<file path="config.mk">
export PLATFORM = sky130hd
export DESIGN_NAME = i2s_receiver
export DESIGN_NICKNAME = d
export VERILOG_FILES = /design/src/rtl/i2s_receiver.sv
export SDC_FILE = /design/constraint.sdc
export NUM_CORES = 1
export LEC_CHECK = 0
export ABC_AREA = 0
export ABC_CLOCK_PERIOD_IN_PS = 3650
export CORE_ASPECT_RATIO = 1.2
export CORE_MARGIN = 2
export CORE_UTILIZATION = 30
export CTS_CLUSTER_DIAMETER = 120
export DETAILED_ROUTE_END_ITERATION = 8
export PLACE_DENSITY_LB_ADDON = 0.12
export SYNTH_ARGS = -nofsm -noshare
export SYNTH_HDL_FRONTEND = slang
export SYNTH_SLANG_ARGS = --single-unit
</file>
<file path="constraint.sdc">
create_clock -name clk -period 3.65 [get_ports clk]
set_clock_uncertainty 0.15 [all_clocks]
set_input_delay 0.73 -clock clk [delete_from_list [all_inputs] [get_ports clk]]
set_output_delay 0.73 -clock clk [all_outputs]
set_load 0.01 [all_outputs]
</file>
<file path="src/rtl/i2s_receiver.sv">
// i2s_receiver: I2S capture of 24-bit left/right samples into a FIFO, drained to memory in fixed bursts.
//   clk, rst             system clock, synchronous active-high reset
//   enable               capture enable; low clears the word assembler and alignment
//   i2s_clock/lr/data    asynchronous I2S bit clock, word select (0 = left), serial data
//   write_request        burst request, held until write_ack
//   write_size           words per burst (constant BURST)
//   write_ack            one-cycle burst acceptance
//   write_data           {lr, 7'b0, sample[23:0]}, valid with write_strobe
//   write_strobe         one word per cycle for BURST cycles after write_ack
//   overrun              sticky: a finished word was dropped on a full FIFO
//   fifo_count           current FIFO occupancy
module i2s_receiver #(
   parameter int FIFO_AW = 4,
   parameter int BURST   = 8
) (
   input  logic               clk,
   input  logic               rst,
   input  logic               enable,
   input  logic               i2s_clock,
   input  logic               i2s_lr,
   input  logic               i2s_data,
   output logic               write_request,
   output logic [23:0]        write_size,
   input  logic               write_ack,
   output logic [31:0]        write_data,
   output logic               write_strobe,
   output logic               overrun,
   output logic [FIFO_AW:0]   fifo_count
);
   localparam int DEPTH = 1 << FIFO_AW;
   localparam int BW    = $clog2(BURST + 1);

   typedef enum logic [1:0] {IDLE, REQ, XFER} state_t;

   // clk_sr[2] is the previous value of the synchronized bit clock for edge detection
   logic [2:0]         clk_sr;
   logic [1:0]         lr_sr;
   logic [1:0]         dat_sr;
   logic               bit_evt;
   logic               lr_s;
   logic               dat_s;
   logic               lr_last;
   logic               lr_change;
   logic [23:0]        shift_reg;
   logic [23:0]        shift_nxt;
   logic [23:0]        sample;
   logic [4:0]         bit_count;
   logic [4:0]         count_nxt;
   logic               has_room;
   logic               aligned;
   logic               enable_d;
   logic               push;
   logic               pop;
   logic               full;
   logic               wr_ok;
   logic [31:0]        mem [DEPTH];
   logic [FIFO_AW-1:0] wp;
   logic [FIFO_AW-1:0] rp;
   state_t             state;
   state_t             state_nxt;
   logic [BW-1:0]      beat;

   assign bit_evt   = clk_sr[1] & ~clk_sr[2];
   assign lr_s      = lr_sr[1];
   assign dat_s     = dat_sr[1];
   assign lr_change = bit_evt & (lr_s != lr_last);

   // The bit that arrives with a new lr value still belongs to the old word
   assign has_room  = bit_count < 5'd24;
   assign shift_nxt = has_room ? {shift_reg[22:0], dat_s} : shift_reg;
   assign count_nxt = has_room ? bit_count + 5'd1 : bit_count;
   assign sample    = shift_nxt << (5'd24 - count_nxt);

   // Only words that started after alignment are kept; a pop frees a slot in the same cycle
   assign push  = lr_change & enable & aligned;
   assign full  = fifo_count == (FIFO_AW+1)'(DEPTH);
   assign wr_ok = push & (~full | pop);

   assign write_request = state == REQ;
   assign write_size    = 24'(BURST);

   always_ff @(posedge clk) begin
      if (rst) begin
         clk_sr <= '0;
         lr_sr  <= '0;
         dat_sr <= '0;
      end else begin
         clk_sr <= {clk_sr[1:0], i2s_clock};
         lr_sr  <= {lr_sr[0], i2s_lr};
         dat_sr <= {dat_sr[0], i2s_data};
      end
   end

   always_ff @(posedge clk) begin
      if (rst) begin
         shift_reg <= '0;
         bit_count <= '0;
         aligned   <= 1'b0;
         lr_last   <= 1'b0;
         enable_d  <= 1'b0;
         overrun   <= 1'b0;
      end else begin
         enable_d <= enable;
         if (bit_evt) lr_last <= lr_s;
         if (!enable) begin
            shift_reg <= '0;
            bit_count <= '0;
            aligned   <= 1'b0;
         end else if (lr_change) begin
            shift_reg <= '0;
            bit_count <= '0;
            aligned   <= 1'b1;
         end else if (bit_evt) begin
            shift_reg <= shift_nxt;
            bit_count <= count_nxt;
         end
         if (enable & ~enable_d) overrun <= 1'b0;
         else if (push & full & ~pop) overrun <= 1'b1;
      end
   end

   always_ff @(posedge clk) begin
      if (wr_ok) mem[wp] <= {lr_last, 7'd0, sample};
   end

   always_ff @(posedge clk) begin
      if (rst) begin
         wp         <= '0;
         rp         <= '0;
         fifo_count <= '0;
      end else begin
         wp         <= wp + FIFO_AW'(wr_ok);
         rp         <= rp + FIFO_AW'(pop);
         fifo_count <= fifo_count + (FIFO_AW+1)'(wr_ok) - (FIFO_AW+1)'(pop);
      end
   end

   // The first word pops on the ack cycle so the first strobe follows write_ack directly;
   // beat counts the pops still owed in XFER
   always_comb begin
      state_nxt = state;
      pop       = 1'b0;
      case (state)
         IDLE: if (fifo_count >= (FIFO_AW+1)'(BURST)) state_nxt = REQ;
         REQ: if (write_ack) begin
            state_nxt = XFER;
            pop       = 1'b1;
         end
         XFER: if (beat == '0) state_nxt = IDLE; else pop = 1'b1;
         default: state_nxt = IDLE;
      endcase
   end

   always_ff @(posedge clk) begin
      if (rst) begin
         state        <= IDLE;
         beat         <= '0;
         write_strobe <= 1'b0;
         write_data   <= '0;
      end else begin
         state        <= state_nxt;
         write_strobe <= pop;
         if (pop) write_data <= mem[rp];
         if (state == REQ) beat <= BW'(BURST - 1);
         else if (pop) beat <= beat - 1'b1;
      end
   end
endmodule

</file>
==> results.cfg <==
[layout]
largest_register_ff_count = 400
postLayoutCoreUtil_pct = 36.09
syn_to_final_growth_pct = 18.81
layout_commonest_cell = edfxtp_1
seqCellArea_sq_um = 13720
drive_above_1_share_pct = 25.18
post-route-cell-area_sq_um = 24280
multiInputGateArea_sq_um = 6291
fillerInstances = 6367
final_cell_mix = edfxtp_1, nand2_1, mux4_2
antenna_cells_inserted = 0
design.final.nets = 1372

[timing]
maxClockFrequency_mhz = 292.7
slew_violations = 0
max_slew_headroom_pct = 26.33
setup_total_negative_slack_ps = 0
finalHoldViolCount = 0
final.min_clock_period_ps = 3416
max_slew.worst_pin.slew_ps = 1102
finalCritPeriodShare_pct = 93.59
holdWs_ps = 221.6
report.final.setup_viol = 0
setup_repair_after_global_routing_missed_its_margin = no

[yosys]
yosysUniqueCellTypes = 73
synth_adder_area_share_pct = 1.200
number_of_warnings_issued_by_yosys = 0
synth_top_area_share_pct = 58.78
synth-seq-area-share_pct = 67.10
syn_inst = 1239
synth_xor_xnor_area_share_pct = 0.9061
syn_avg_cell_area_sq_um = 16.49
mappedNetlistArea_sq_um = 20440
post_synth_mux_area_share_pct = 16.62
yosys.area.top_type = edfxtp_1
async_flop_share_pct = 0
synth_top_family_by_area = multiplexers
ys_seq_elements = 485
simple_gate_fraction_of_synth_area_pct = 6.882
number_of_enable_type_register_cells_in_the_synthesized_netlist = 400
synth_compound_area_share_pct = 3.778
synth.area.top_cells = edfxtp_1, mux4_2, dfxtp_1, nand2_1, a21oi_1
synthFlopType = edfxtp_1

[route]
drc_violation_count_after_routing = 0
detailedRoute.firstPassIterationCount = 5
routedWlPerCell_microns = 21.92
routed_via_density = 4.752
postRouteAntennaNets = 0
postRouteWirelength_mm = 50.22
drt_iter0_markers = 647
via_count = 10890

[global_routing]
first_global_vias = 11510
grt_antenna_before_repair = 1
grt_usage_pct = 14.37
grt_first_pass_wirelength_mm = 75.67
grt_max_degree = 55
overflow = 0

[clock_network]
cts_buffers = 53
clkLatencyLatePin_ps = 610
clock_sinks = 485
ctsHtreeMaxLevel = 2
tritoncts_clock_tree = built
clock-root-buffer = clkbuf_16
cts.repair_timing.setup_buffer_count = 0
clockBufferDepth = 3
cts.reportedPaths.clkPinSlew_ps = 60

[floorplan]
floorplan.io_pins = 71
floorplan.rows = 104
die_x_microns = 242.3
core_area_sq_um = 67270
design.die.area_sq_um = 70230
start_util_pct = 30.38
die_height_microns = 289.9

[run]
max_cap_viol_count = 0

[placement]
gp_routability_congestion = 0.7381
portBuffers = 39
post_dp_cell_area_sq_um = 22440
place.detailed.hpwl_mm = 31.11

[power]
power.static_leakage_nw = 7.340
max-vdd-ir-drop_v = 0.0003720
total_power_divided_by_cell_area_nw_per_um2 = 503.6

[worst_setup_path]
cp_data_arrival_time_ps = 3600
worst_setup_path_start_kind = flip-flop
critPathRequiredTime_ps = 3830
critical_path_class = flip-flop to flip-flop
worstSetupEndpointType = flip-flop
worstPathMaxFanout = 16

[hold_path]
timing.hold.worst.class = primary input to flip-flop

[outcome]
status = completed
==> cell type report <==
cell class / count / share of cell area, %
inverter: 28 / 0.4329
timing repair buffer: 131 / 4.947
clock buffer: 76 / 6.189
multi-input combinational: 647 / 25.91
clock inverter: 23 / 1.355
tap: 901 / 4.643
sequential: 485 / 56.52
==> critical path: stages (launching register included) <==
cell,delay [ps]
dfxtp_2,330
ha_1,310
mux2i_1,190
ha_1,290
buf_4,170
nand2_1,70
a21oi_1,160
nor3_1,90
o221ai_2,360
buf_4,250
nand2b_1,340
o221ai_1,190
buf_4,230
==> final timing paths <==
kind                              from                   end  slack [ps]  depth (start not counted)
max          bit_count[0]$_SDFFE_PP0P_  mem[3][23]$_DFFE_PP_         230                         12
min                                rst   enable_d$_SDFF_PP0_         220                          2
max reg2reg  bit_count[0]$_SDFFE_PP0P_  mem[3][23]$_DFFE_PP_         230                         12
min reg2reg       clk_sr[0]$_SDFF_PP0_  clk_sr[1]$_SDFF_PP0_         290                          1
==> synth_stat cells, drive strengths merged, types with 2 or more instances <==
cell / count
a221oi: 9
xor2: 6
inv: 25
and3: 3
nand2b: 12
and4b: 10
o21a: 3
o221ai: 3
o211ai: 2
xnor2: 10
buf: 70
nor2: 47
mux4: 134
mux2i: 31
and2: 3
nor4: 2
nor3: 14
edfxtp: 400
or3: 2
nor2b: 28
mux2: 5
conb: 2
nand3b: 4
o21ai: 17
or2: 2
a311oi: 2
o311ai: 5
clkinv: 3
dfxtp: 85
nand3: 15
a21oi: 63
nand2: 133
a211oi: 3
clkbuf: 38
nand4b: 8
ha: 18
a31oi: 5
a21boi: 3
==> cells by family (layout without fill, tap and decap cells) <==
| kind of cell | after synthesis | after routing |
|---|---|---|
| fa+ha+maj | 19 | 19 |
| flops | 485 | 485 |
| simple gates | 288 | 288 |
| xor+xnor | 16 | 16 |
| other cells | 2 | 31 |
| buf+inv | 136 | 258 |
| mux | 170 | 170 |
| compound gates | 123 | 123 |
==> routing by layer <==
layer	wire length, microns	vias up	track usage (%)
met3	1566	69	2.192
met4	949	0	3.659
li1	-	4972	-
met2	25370	160	25.02
met1	22330	5685	18.74
met5	0	-	0
==> report_power, final <==
part / switching, mW / leakage [nW] / internal [mW]
Clock: 2.26 / 0.883 / 3.37
Sequential: 0.0438 / 4.16 / 5.96
Combinational: 0.330 / 2.29 / 0.263
==> timing repair <==
item | in CTS | in global routing
endpoints found under the setup margin | 0 | 49
gates resized for setup | 0 | 4
hold buffers | 0 | 0
==> per-stage QoR <==
stage / power, mW / worst slack (ps) / instances
after floorplan: 6.538 / 75.10 / 1268
after global placement: 6.722 / -79.11 / 2192
after detailed placement: 6.726 / -70.76 / 2192
after CTS: 12.44 / 10.52 / 2291
after global routing: 12.69 / 3.341 / 2291
final: 12.23 / 234.0 / 2291
Power figures use the tool's default switching activity.
